### src/rtl/ctrl_hazard_stage_pkg.sv
// rtl/ctrl_hazard_stage_pkg.sv - shared constants and state type for the ID/EX hazard stage
package ctrl_hazard_stage_pkg;

    localparam int NBITS_DEF = 11;
    localparam int REG_W_DEF = 5;
    localparam int SQ_W      = 4;

    // Control-word layout: {Branch,Jal,Jalr,MemRead,MemWrite,MemToReg,RegWrite,AluSrc,ALUOp[2:0]}
    localparam int BRANCH_B   = 10;
    localparam int JAL_B      = 9;
    localparam int JALR_B     = 8;
    localparam int MEMREAD_B  = 7;
    localparam int MEMWRITE_B = 6;
    localparam int MEMTOREG_B = 5;
    localparam int REGWRITE_B = 4;
    localparam int ALUSRC_B   = 3;
    localparam int ALUOP_MSB  = 2;
    localparam int ALUOP_LSB  = 0;

    typedef enum logic {
        ST_RUN    = 1'b0,
        ST_SQUASH = 1'b1
    } state_t;

endpackage

### src/rtl/ctrl_hazard_stage_if.sv
// rtl/ctrl_hazard_stage_if.sv - ID-side inputs and EX-side outputs of the hazard stage
interface ctrl_hazard_stage_if #(
    parameter int NBITS = 11,
    parameter int REG_W = 5,
    parameter int CNT_W = 16
);
    logic [NBITS-1:0] ctrl_i;
    logic             valid_i;
    logic [REG_W-1:0] rs1_i;
    logic [REG_W-1:0] rs2_i;
    logic             ex_memread_i;
    logic [REG_W-1:0] ex_rd_i;
    logic             flush_i;
    logic             hold_i;
    logic [NBITS-1:0] ctrl_o;
    logic             valid_o;
    logic             bubble_o;
    logic             stall_o;
    logic [CNT_W-1:0] bubble_cnt_o;

    modport slave (
        input  ctrl_i, valid_i, rs1_i, rs2_i, ex_memread_i, ex_rd_i, flush_i, hold_i,
        output ctrl_o, valid_o, bubble_o, stall_o, bubble_cnt_o
    );

    modport master (
        output ctrl_i, valid_i, rs1_i, rs2_i, ex_memread_i, ex_rd_i, flush_i, hold_i,
        input  ctrl_o, valid_o, bubble_o, stall_o, bubble_cnt_o
    );
endinterface

### src/rtl/ctrl_hazard_stage_hazard_detect_unit.sv
// rtl/ctrl_hazard_stage_hazard_detect_unit.sv - combinational load-use compare between EX and ID
module hazard_detect_unit #(
    parameter int REG_W = 5
) (
    input  logic             i_ex_memread,
    input  logic             i_ex_valid,
    input  logic [REG_W-1:0] i_ex_rd,
    input  logic             i_id_valid,
    input  logic [REG_W-1:0] i_rs1,
    input  logic [REG_W-1:0] i_rs2,
    output logic             o_load_use
);
    logic w_rd_nonzero;
    logic w_rs_match;

    // x0 is hardwired zero, so a load into it never creates a dependency
    assign w_rd_nonzero = (i_ex_rd != '0);
    assign w_rs_match   = (i_ex_rd == i_rs1) | (i_ex_rd == i_rs2);
    assign o_load_use   = i_ex_memread & i_ex_valid & w_rd_nonzero & w_rs_match & i_id_valid;
endmodule

### src/rtl/ctrl_hazard_stage.sv
// rtl/ctrl_hazard_stage.sv - registered ID/EX control word with load-use bubbles, flush squash and bubble counter
module ctrl_hazard_stage
    import ctrl_hazard_stage_pkg::*;
#(
    parameter int NBITS        = NBITS_DEF,
    parameter int REG_W        = REG_W_DEF,
    parameter int FLUSH_CYCLES = 1,
    parameter int CNT_W        = 16
) (
    input  logic               clk,
    input  logic               reset,
    ctrl_hazard_stage_if.slave bus
);
    localparam logic [SQ_W-1:0] SQ_INIT     = SQ_W'(FLUSH_CYCLES - 1);
    localparam state_t          FLUSH_STATE = (FLUSH_CYCLES > 1) ? ST_SQUASH : ST_RUN;

    state_t            r_state;
    logic [SQ_W-1:0]   r_sq_cnt;
    logic [NBITS-1:0]  r_ctrl;
    logic              r_valid;
    logic              r_bubble;
    logic [CNT_W-1:0]  r_cnt;

    state_t            w_state_next;
    logic [SQ_W-1:0]   w_sq_next;
    logic [NBITS-1:0]  w_ctrl_next;
    logic              w_valid_next;
    logic              w_bubble_next;
    logic              w_inject;
    logic              w_load_use;

    hazard_detect_unit #(.REG_W(REG_W)) u_hdu (
        .i_ex_memread (bus.ex_memread_i),
        .i_ex_valid   (r_valid),
        .i_ex_rd      (bus.ex_rd_i),
        .i_id_valid   (bus.valid_i),
        .i_rs1        (bus.rs1_i),
        .i_rs2        (bus.rs2_i),
        .o_load_use   (w_load_use)
    );

    always_comb begin
        w_state_next  = r_state;
        w_sq_next     = r_sq_cnt;
        w_ctrl_next   = r_ctrl;
        w_valid_next  = r_valid;
        w_bubble_next = r_bubble;
        w_inject      = 1'b0;

        if (bus.flush_i) begin
            w_inject     = 1'b1;
            w_state_next = FLUSH_STATE;
            w_sq_next    = (FLUSH_CYCLES > 1) ? SQ_INIT : '0;
        end else begin
            case (r_state)
                ST_SQUASH: begin
                    // hold_i is deliberately ignored here so a freeze cannot stretch the squash
                    w_inject  = 1'b1;
                    w_sq_next = r_sq_cnt - 1'b1;
                    if (r_sq_cnt == SQ_W'(1)) begin
                        w_state_next = ST_RUN;
                    end
                end
                default: begin
                    if (bus.hold_i) begin
                        w_inject = 1'b0;
                    end else if (w_load_use) begin
                        w_inject = 1'b1;
                    end else begin
                        w_ctrl_next   = bus.ctrl_i;
                        w_valid_next  = bus.valid_i;
                        w_bubble_next = 1'b0;
                    end
                end
            endcase
        end

        if (w_inject) begin
            w_ctrl_next   = '0;
            w_valid_next  = 1'b0;
            w_bubble_next = 1'b1;
        end
    end

    always_ff @(posedge clk or negedge reset) begin
        if (!reset) begin
            r_state  <= ST_RUN;
            r_sq_cnt <= '0;
            r_ctrl   <= '0;
            r_valid  <= 1'b0;
            r_bubble <= 1'b0;
            r_cnt    <= '0;
        end else begin
            r_state  <= w_state_next;
            r_sq_cnt <= w_sq_next;
            r_ctrl   <= w_ctrl_next;
            r_valid  <= w_valid_next;
            r_bubble <= w_bubble_next;
            if (w_inject && (r_cnt != '1)) begin
                r_cnt <= r_cnt + CNT_W'(1);
            end
        end
    end

    // Hold always freezes the front end, even when a flush overrides the stage update
    assign bus.stall_o      = bus.hold_i | (w_load_use & (r_state == ST_RUN) & ~bus.flush_i);
    assign bus.ctrl_o       = r_ctrl;
    assign bus.valid_o      = r_valid;
    assign bus.bubble_o     = r_bubble;
    assign bus.bubble_cnt_o = r_cnt;
endmodule

### src/flat_wrapper.sv
// flat-port wrapper written by rule: the top's interface ports become plain ports
module ctrl_hazard_stage_flat import ctrl_hazard_stage_pkg::*;
#(
    parameter int NBITS        = NBITS_DEF,
    parameter int REG_W        = REG_W_DEF,
    parameter int FLUSH_CYCLES = 1,
    parameter int CNT_W        = 16
)
  (clk, reset, bus_ctrl_i, bus_valid_i, bus_rs1_i, bus_rs2_i, bus_ex_memread_i, bus_ex_rd_i, bus_flush_i, bus_hold_i, bus_ctrl_o, bus_valid_o, bus_bubble_o, bus_stall_o, bus_bubble_cnt_o);
  ctrl_hazard_stage_if #(.NBITS(NBITS), .REG_W(REG_W), .CNT_W(CNT_W)) bus_i ();
  input  logic clk;
  input  logic reset;
  input wire logic [$bits(bus_i.ctrl_i)-1:0] bus_ctrl_i;
  input wire logic [$bits(bus_i.valid_i)-1:0] bus_valid_i;
  input wire logic [$bits(bus_i.rs1_i)-1:0] bus_rs1_i;
  input wire logic [$bits(bus_i.rs2_i)-1:0] bus_rs2_i;
  input wire logic [$bits(bus_i.ex_memread_i)-1:0] bus_ex_memread_i;
  input wire logic [$bits(bus_i.ex_rd_i)-1:0] bus_ex_rd_i;
  input wire logic [$bits(bus_i.flush_i)-1:0] bus_flush_i;
  input wire logic [$bits(bus_i.hold_i)-1:0] bus_hold_i;
  output wire logic [$bits(bus_i.ctrl_o)-1:0] bus_ctrl_o;
  output wire logic [$bits(bus_i.valid_o)-1:0] bus_valid_o;
  output wire logic [$bits(bus_i.bubble_o)-1:0] bus_bubble_o;
  output wire logic [$bits(bus_i.stall_o)-1:0] bus_stall_o;
  output wire logic [$bits(bus_i.bubble_cnt_o)-1:0] bus_bubble_cnt_o;
  assign bus_i.ctrl_i = bus_ctrl_i;
  assign bus_i.valid_i = bus_valid_i;
  assign bus_i.rs1_i = bus_rs1_i;
  assign bus_i.rs2_i = bus_rs2_i;
  assign bus_i.ex_memread_i = bus_ex_memread_i;
  assign bus_i.ex_rd_i = bus_ex_rd_i;
  assign bus_i.flush_i = bus_flush_i;
  assign bus_i.hold_i = bus_hold_i;
  assign bus_ctrl_o = bus_i.ctrl_o;
  assign bus_valid_o = bus_i.valid_o;
  assign bus_bubble_o = bus_i.bubble_o;
  assign bus_stall_o = bus_i.stall_o;
  assign bus_bubble_cnt_o = bus_i.bubble_cnt_o;
  ctrl_hazard_stage #(.NBITS(NBITS), .REG_W(REG_W), .FLUSH_CYCLES(FLUSH_CYCLES), .CNT_W(CNT_W)) u_core (.clk(clk), .reset(reset), .bus(bus_i));
endmodule
### config.mk
export PLATFORM = sky130hd
export DESIGN_NAME = ctrl_hazard_stage_flat
export DESIGN_NICKNAME = d
export VERILOG_FILES = /design/src/rtl/ctrl_hazard_stage_pkg.sv /design/src/rtl/ctrl_hazard_stage_if.sv /design/src/rtl/ctrl_hazard_stage_hazard_detect_unit.sv /design/src/rtl/ctrl_hazard_stage.sv /design/src/flat_wrapper.sv
export SDC_FILE = /design/constraint.sdc
export NUM_CORES = 1
export LEC_CHECK = 0
export CAP_MARGIN = 30
export CORE_MARGIN = 2
export CORE_UTILIZATION = 40
export DETAILED_ROUTE_END_ITERATION = 12
export GPL_ROUTABILITY_DRIVEN = 0
export PLACE_DENSITY = 0.73
export SLEW_MARGIN = 20
export SYNTH_ARGS = -nofsm -noshare
export SYNTH_HDL_FRONTEND = slang
export SYNTH_SLANG_ARGS = --single-unit
export TNS_END_PERCENT = 5
### constraint.sdc
create_clock -name clk -period 4.6 [get_ports clk]
set_clock_uncertainty 0.15 [all_clocks]
set_input_delay 0.92 -clock clk [delete_from_list [all_inputs] [get_ports clk]]
set_output_delay 0.92 -clock clk [all_outputs]
set_load 0.05 [all_outputs]
==> results.txt, run 1 <==
critical path fanouts, max: 3
area leader, netlist: dfrtp_1
post-DP HPWL: 2.81 mm
Setup TNS: 0 ns
static leakage: 1.06 nW
via count: 1436
largest net degree at the start of global routing: 35
# H-tree levels: 2
delay-heaviest family, CP: simple AND/OR/NAND/NOR gates
worst skew pair latency: 0.28 ns
FP Rows: 23
headroom to the max-slew limit: 0.642
Setup Fix Bufs, Post-CTS: 0
clk buf depth: 2
Final Hold Fails: 0
Wirelength per Cell: 13.2 um
critical path cell sequence: clkdlybuf4s50_1 -> or4_1 -> o2111ai_2 -> nand2b_1 -> o21bai_1 -> buf_4
# setup viols final: 0
Final ANT Viol Nets: 0
synth-to-layout area growth: 45.4%
vias in the first global route: 1343
port buffer count: 61
synth warn: 0
CORE AREA: 4060 um2
Critical Setup Path Class: in -> out
Max Slew Vio Count: 0
peak supply drop: 0.000433 V
R2R Setup Slk: 2.42 ns
Post-Syn Instances: 171
Setup crit start kind: input port
Worst path slowest cell: or4_1
most frequent cells in the layout: clkdlybuf4s50_1, dfrtp_1, nand2_1
largest cells by area after synthesis: dfrtp_1, xnor2_1, xor2_1, nand2_1, nand3b_1
post-synth net total: 206
RSZ-0062 raised after global routing: false
die outline height: 69.3 um
global-route wire length before repair: 6.28 mm
die area: 4810 um2
DR iter-0 viols: 71
Netlist cell types: 30
Nets: 271
Clk Tree Root Cell: clkbuf_8
Critical Path End Type: output pin
Avg Inst Size Synth: 9.98 um2
Power Density: 396 nW/um2
hold_buf cts: 0
min-delay src: u_core.bus.bubble_o
Yosys reg bits: 34
Hold Path Sink: u_core.bus.bubble_o
routed wire length: 3.78 mm
Worst Hold Class: reg -> reg
most common cell after layout, fill and taps aside: clkdlybuf4s50_1
CTS Buf Count: 5
Worst Hold Path Cells: 2
Sink Count: 34
chip width: 69.3 um
GR Util All Layers: 0.163
R2R depth: 5
Worst Path Buf+Inv: 2
reported max-cap violation count: 0
Fillers: 352
reg2reg start: u_core.bus.bubble_cnt_o[3]
Final Cycle Share: 0.793
Arrival @ worst endpoint: 2.58 ns
outcome: complete, no violations
mapped cell area: 1710 um2
sequential area share after synthesis: 0.499
routed vias/inst: 5.02
Final Hold Slack: 0.339 ns
reg2reg end: u_core.bus.bubble_cnt_o[1]
detailed-route DRC error count: 0
CTS tree: done
Least-Margin Pin Slew: 0.536 ns
top cell type's share of synthesized area: 0.499
global route total overflow: 0
Ant. Diodes: 0
DRT Pass-1 Iters: 4
layout cells sized above 1: 0.0720
Max Freq: 274 MHz
clk slew on worst S/H paths: 0.07 ns
Ports: 62
post_cts resized: 0
max incr delay on CP: 0.55 ns
initial antenna violation count: 0
fin crit period: 3.65 ns
starting density of the core: 0.421
critical path data required time: 3.53 ns
-- cell families after synthesis --
group,after synthesis,share of synthesized area
AO/OA/AOI/OAI,19,0.0755
XOR/XNOR,28,0.144
flip-flops,34,0.499
AND/OR/NAND/NOR,75,0.222
multiplexers,1,0.00880
buffers and inverters,11,0.0293
adder cells (fa/ha/maj),3,0.0220
-- tightest hold or removal path, cell delays in order, from the launching register on --
cell and delay [ns]:
dfrtp_1 0.35, nand2_1 0.05, nand2_1 0.06
-- how the worst max path moves through the flow --
stage	start	endpoint	slack [ns]	depth (start not counted)
finish	bus_ex_rd_i[3]	bus_stall_o	0.95	6
global route	bus_ex_rd_i[3]	bus_stall_o	0.86	6
CTS	bus_ex_rd_i[0]	bus_stall_o	0.95	6
detailed placement	bus_ex_rd_i[0]	bus_stall_o	0.95	6
global placement	bus_ex_rd_i[3]	bus_stall_o	0.95	6
floorplan	bus_ex_rd_i[4]	bus_stall_o	1.12	6
-- sequential cells by signal (all words and copies together), names as in the netlist --
signal                   cells
u_core.bus.bubble_cnt_o     16
u_core.bus.bubble_o          1
u_core.bus.ctrl_o           11
u_core.bus.valid_o           1
u_core.r_sq_cnt              4
u_core.r_state               1
-- report_power, final --
part | switching [mW] | internal [mW]
sequential | 0.0389 | 0.335
clock | 0.101 | 0.173
combinational | 0.205 | 0.130
total | 0.345 | 0.638
-- layer usage --
layer	wire, um	GRT usage
met5	0	0
met4	44	0.0588
met3	260	0.0610
met2	1810	0.262
met1	1660	0.201
-- metrics by stage --
stage	cells	area, um2	power, mW	setup WS [ns]	util
final	286	2480	0.983	0.951	0.611
after global placement	279	2370	0.711	0.949	0.584
after global routing	286	2480	1.03	0.860	0.611
after detailed placement	279	2370	0.716	0.955	0.584
after CTS	286	2480	0.994	0.946	0.611
after floorplan	171	1710	0.583	1.12	-
-- Yosys cell counts --
cell       number
and2_1          1
nand2b_1        2
mux2_4          1
xor2_1         13
nor3_1          2
o21bai_1        1
or2_2           1
dfrtp_1        34
a211oi_1        1
nand3_1         6
nor4b_1         1
clkbuf_1        4
o22ai_1         1
xnor2_1        15
nand2_1        26
buf_2           1
inv_1           5
nand4_1         1
a21oi_1        13
nor3_2          1
nand3b_1       12
o21bai_4        1
nor4_1          4
ha_1            3
or4_1           1
o2111ai_2       1
buf_6           1
and3_1          2
a21oi_2         1
nor2_1         15
-- area by class of cell --
cell class,instances,area [um2],area share
inverter,5,18.8,0.00756
multi-input combinational,126,806,0.325
tap,50,62.6,0.0252
sequential,34,851,0.343
timing repair buffer,64,631,0.254
clock buffer,6,82.6,0.0333
clock inverter,1,30.0,0.0121
Power figures use the tool's default switching activity.
==> inputs of run 2 (changes only) <==
==> constraint.sdc (replaced) <==
create_clock -name clk -period 3.7 [get_ports clk]
set_clock_uncertainty 0.15 [all_clocks]
set_input_delay 0.74 -clock clk [delete_from_list [all_inputs] [get_ports clk]]
set_output_delay 0.74 -clock clk [all_outputs]
set_load 0.05 [all_outputs]
==> results.txt, run 2 (synthesis results as in run 1) <==
fin crit period: 3.27 ns
routed wire length: 3.64 mm (-3.6%)
static leakage: 1.05 nW (-0.95%)
CTS Buf Count: 5 (unchanged)
initial antenna violation count: 0 (unchanged)
hold_buf cts: 0 (unchanged)
GR Util All Layers: 0.159 (-0.00404)
Power Density: 472 nW/um2 (+19%)
Critical Setup Path Class: in -> out
Critical Path End Type: output pin
Finished Layout Cells: 287 (+0.35%)
Least-Margin Pin Slew: 0.521 ns (-0.0142 ns)
Worst Hold Path Cells: 1 (-1)
# setup viols final: 0 (unchanged)
reported max-cap violation count: 0 (unchanged)
Sink Count: 34 (unchanged)
min-delay src: u_core.bus.bubble_cnt_o[12]
post_cts resized: 0 (unchanged)
RSZ-0062 raised after global routing: false
Ports: 62 (unchanged)
Setup TNS: 0 ns (unchanged)
Finished Core Util: 0.607 (-0.00432)
dpl cells: 279 (unchanged)
Final Hold Slack: 0.340 ns (+0.000956 ns)
post-DP HPWL: 2.70 mm (-3.9%)
max FFs per register: 16 (unchanged)
Final Hold Fails: 0 (unchanged)
# H-tree levels: 2 (unchanged)
synth-to-layout area growth: 44.4%
vias in the first global route: 1360 (+1.3%)
Setup Fix Bufs, Post-CTS: 0 (unchanged)
Final ANT Viol Nets: 0 (unchanged)
CORE AREA: 4060 um2 (unchanged)
port buffer count: 61 (unchanged)
Arrival @ worst endpoint: 2.38 ns (-0.20 ns)
die outline height: 69.3 um (unchanged)
post-route cell area: 2460 um2 (-0.71%)
headroom to the max-slew limit: 0.651 (+0.00950)
Wirelength per Cell: 12.7 um (-3.9%)
critical path data required time: 2.81 ns (-0.72 ns)
Ant. Diodes: 0 (unchanged)
worst skew pair latency: 0.28 ns (about the same)
final worst slack: 0.430 ns (-0.521 ns)
R2R depth: 5 (unchanged)
clk buf depth: 2 (unchanged)
largest net degree at the start of global routing: 35 (unchanged)
critical path fanouts, max: 3 (unchanged)
Max Slew Vio Count: 0 (unchanged)
via count: 1412 (-1.7%)
die area: 4810 um2 (unchanged)
detailed-route DRC error count: 0 (unchanged)
Setup crit start kind: input port
routed vias/inst: 4.92 (-2.0%)
outcome: complete, no violations
placement-stage cell area: 2370 um2 (unchanged)
DRT Pass-1 Iters: 4 (unchanged)
Worst Hold Class: reg -> reg
Nets: 271 (unchanged)
layout cells sized above 1: 0.0759 (+0.00392)
clk slew on worst S/H paths: 0.07 ns (about the same)
reg2reg start: u_core.bus.bubble_cnt_o[3]
starting density of the core: 0.421 (unchanged)
FP Rows: 23 (unchanged)
Final Cycle Share: 0.884
chip width: 69.3 um (unchanged)
CTS tree: done
Max Freq: 306 MHz
global-route wire length before repair: 6.27 mm (-0.22%)
Pwr Total: 1.16 mW (+18%)
most frequent cells in the layout: clkdlybuf4s50_1, dfrtp_1, nand2_1
DR iter-0 viols: 47 (-34%)
reg2reg end: u_core.bus.bubble_cnt_o[1]
pre-CTS setup slack: 0.432 ns (-0.523 ns)
peak supply drop: 0.000505 V (+17%)
Hold Path Sink: u_core.bus.bubble_cnt_o[12]
R2R Setup Slk: 1.56 ns (-0.86 ns)
global route total overflow: 0 (unchanged)
Clk Tree Root Cell: clkbuf_8
most common cell after layout, fill and taps aside: clkdlybuf4s50_1
[run 2: worst max-delay path by stage]
stage | startpoint | end | slack (ns) | cells past startpoint
after floorplan | bus_ex_rd_i[4] | bus_stall_o | 0.58 | 6
after global placement | bus_ex_rd_i[3] | bus_stall_o | 0.44 | 6
after detailed placement | bus_ex_rd_i[3] | bus_stall_o | 0.43 | 6
after CTS | bus_ex_rd_i[3] | bus_stall_o | 0.42 | 6
after global routing | bus_ex_rd_i[0] | bus_stall_o | 0.35 | 6
final | bus_ex_rd_i[3] | bus_stall_o | 0.43 | 6
[run 2: cell type report]
cell class | instances | area, um2
Fill cell | 344 | 1590
Sequential cell | 34 | 851
Multi-Input combinational cell | 126 | 806
Timing Repair Buffer | 64 | 631
Clock buffer | 6 | 82.6
Tap cell | 50 | 62.6
Inverter | 5 | 18.8
Clock inverter | 2 | 12.5
[run 2: worst max-delay path, stage by stage]
cell	delay, ns
clkdlybuf4s50_1	0.47
or4_1	0.55
o2111ai_2	0.19
nand2b_1	0.15
o21bai_1	0.08
buf_4	0.20
[run 2: report_power, final]
part	switching, mW	internal [mW]	total, mW
Clock	0.134	0.150	0.284
Sequential	0.0472	0.416	0.463
Combinational	0.253	0.162	0.415
[run 2: layer usage]
metal,GRT usage,up-vias,wire [um],part of all wire
li1,-,698,-,-
met1,0.211,673,1710,0.47
met2,0.243,37,1680,0.46
met3,0.0538,4,224,0.062
met4,0.0566,0,31,0.0085
met5,0,-,0,0
==> inputs of run 3 (changes only) <==
--- a/config.mk
+++ b/config.mk
@@ -5,12 +5,12 @@
 export SDC_FILE = /design/constraint.sdc
 export NUM_CORES = 1
 export LEC_CHECK = 0
+export ABC_CLOCK_PERIOD_IN_PS = 3700
 export CAP_MARGIN = 30
 export CORE_MARGIN = 2
-export CORE_UTILIZATION = 40
+export CORE_UTILIZATION = 42
 export DETAILED_ROUTE_END_ITERATION = 12
-export GPL_ROUTABILITY_DRIVEN = 0
-export PLACE_DENSITY = 0.73
+export PLACE_DENSITY = 0.76
 export SLEW_MARGIN = 20
 export SYNTH_ARGS = -nofsm -noshare
 export SYNTH_HDL_FRONTEND = slang
==> results.txt, run 3 (synthesis results as in run 1) <==
Setup crit start kind: input port
Setup TNS: 0 ns (unchanged)
vias in the first global route: 1355 (-0.37%)
sw power: 0.416 mW (-4.3%)
FP Rows: 23 (unchanged)
Clk Tree Root Cell: clkbuf_8
peak supply drop: 0.000239 V (-53%)
Nets: 271 (unchanged)
global route total overflow: 0 (unchanged)
Final Cycle Share: 0.883 (-0.000941)
Sink Count: 34 (unchanged)
sequential share of power: 0.409 (+0.011)
Ant. Diodes: 0 (unchanged)
port buffer count: 61 (unchanged)
most common cell after layout, fill and taps aside: clkdlybuf4s50_1
post_cts resized: 0 (unchanged)
synth-to-layout area growth: 43.6%
Setup Fix Bufs, Post-CTS: 0 (unchanged)
Final ANT Viol Nets: 0 (unchanged)
critical path data required time: 2.81 ns (about the same)
Pint: 0.721 mW (-0.90%)
Worst Hold Class: reg -> reg
clk buf depth: 2 (unchanged)
max FFs per register: 16 (unchanged)
Max Slew Vio Count: 0 (unchanged)
routed wire length: 3.48 mm (-4.5%)
layout cells sized above 1: 0.0681 (-0.00786)
reg2reg start: u_core.bus.bubble_cnt_o[3]
Critical Path End Type: output pin
Max Freq: 306 MHz (+0.11%)
routed vias/inst: 4.95 (+0.63%)
combinational fraction of design power: 0.359 (+0.002)
critical path fanouts, max: 3 (unchanged)
initial antenna violation count: 0 (unchanged)
static leakage: 1.05 nW (-0.39%)
# H-tree levels: 2 (unchanged)
CP startpoint: bus_ex_rd_i[0]
most frequent cells in the layout: clkdlybuf4s50_1, dfrtp_1, nand2_1
die area: 4590 um2 (-4.5%)
Fillers: 346 (+0.58%)
Wirelength per Cell: 12.2 um (-3.8%)
Least-Margin Pin Slew: 0.532 ns (+0.0107 ns)
detailed-route DRC error count: 0 (unchanged)
sw frac: 0.366 (-0.00824)
post-DP HPWL: 2.56 mm (-5.4%)
outcome: complete, no violations
Power Density: 464 nW/um2 (-1.7%)
reported max-cap violation count: 0 (unchanged)
global-route wire length before repair: 5.82 mm (-7.1%)
RSZ-0062 raised after global routing: false
chip width: 67.7 um (-2.3%)
Final Hold Slack: 0.343 ns (+0.00333 ns)
CORE AREA: 3940 um2 (-2.8%)
via count: 1411 (-0.071%)
die outline height: 67.7 um (-2.3%)
Final Hold Fails: 0 (unchanged)
hold_buf cts: 0 (unchanged)
GR Util All Layers: 0.169 (+0.0101)
CTS tree: done
# setup viols final: 0 (unchanged)
min-delay src: u_core.bus.bubble_cnt_o[9]
clk slew on worst S/H paths: 0.07 ns (about the same)
fin crit period: 3.27 ns (-0.00348 ns)
DRT Pass-1 Iters: 4 (unchanged)
Worst Hold Path Cells: 1 (unchanged)
CTS Buf Count: 5 (unchanged)
Arrival @ worst endpoint: 2.38 ns (about the same)
starting density of the core: 0.433 (+0.0123)
DR iter-0 viols: 68 (+45%)
Critical Setup Path Class: in -> out
Ports: 62 (unchanged)
R2R depth: 5 (unchanged)
largest net degree at the start of global routing: 35 (unchanged)
headroom to the max-slew limit: 0.644 (-0.00713)
GPL Wtd Cong: 0.761
clock group share of total power: 0.232 (-0.012)
worst skew pair latency: 0.28 ns (about the same)
-- run 3: changes by cell type in the layout (fill, tap and decap cells not counted) --
| cell | before | now |
|---|---|---|
| clkinvlp_4 | 1 | 0 |
| clkinv_2 | 1 | 0 |
-- run 3: cell type report --
type                            instances  area (um2)  share of cell area
Sequential cell                        34         851               0.347
Inverter                                5        18.8             0.00766
Tap cell                               50        62.6              0.0255
Multi-Input combinational cell        126         806               0.329
Timing Repair Buffer                   64         631               0.257
Clock buffer                            6        82.6              0.0337
-- run 3: per-stage QoR --
| stage | cells | util | area [um2] | setup WS (ns) | total power, mW |
|---|---|---|---|---|---|
| after floorplan | 171 | - | 1710 | 0.577 | 0.725 |
| after global placement | 279 | 0.601 | 2370 | 0.430 | 0.881 |
| after detailed placement | 279 | 0.601 | 2370 | 0.416 | 0.885 |
| after CTS | 285 | 0.622 | 2450 | 0.412 | 1.15 |
| after global routing | 285 | 0.622 | 2450 | 0.351 | 1.20 |
| final | 285 | 0.622 | 2450 | 0.434 | 1.14 |
-- run 3: critical path, cell delays in order --
cell and delay (ns):
clkdlybuf4s50_1 0.46, or4_1 0.56, o2111ai_2 0.20, nand2b_1 0.15, o21bai_1 0.08, buf_4 0.19
-- run 3: worst paths after layout --
kind                                         endpoint  slack (ns)
setup / recovery                          bus_stall_o        0.43
hold / removal             u_core.bus.bubble_cnt_o[9]        0.34
setup reg to reg           u_core.bus.bubble_cnt_o[1]        1.57
hold reg to reg            u_core.bus.bubble_cnt_o[9]        0.34
max in group asynchronous          u_core.r_sq_cnt[2]        2.38
min in group asynchronous        u_core.bus.ctrl_o[7]        0.72
-- run 3: power groups by stage --
stage | combinational (mW) | clock [mW] | sequential (mW)
after floorplan | 0.108 | 0 | 0.617
after global placement | 0.410 | 0 | 0.471
after detailed placement | 0.413 | 0 | 0.472
after CTS | 0.413 | 0.276 | 0.466
after global routing | 0.439 | 0.289 | 0.474
final | 0.408 | 0.264 | 0.465
-- run 3: routing by layer --
layer	up-vias	part of all wire	track usage
met5	-	0	0
met4	0	0.0078	0.0536
met3	4	0.11	0.0900
met2	55	0.46	0.268
met1	659	0.42	0.196
li1	693	-	-
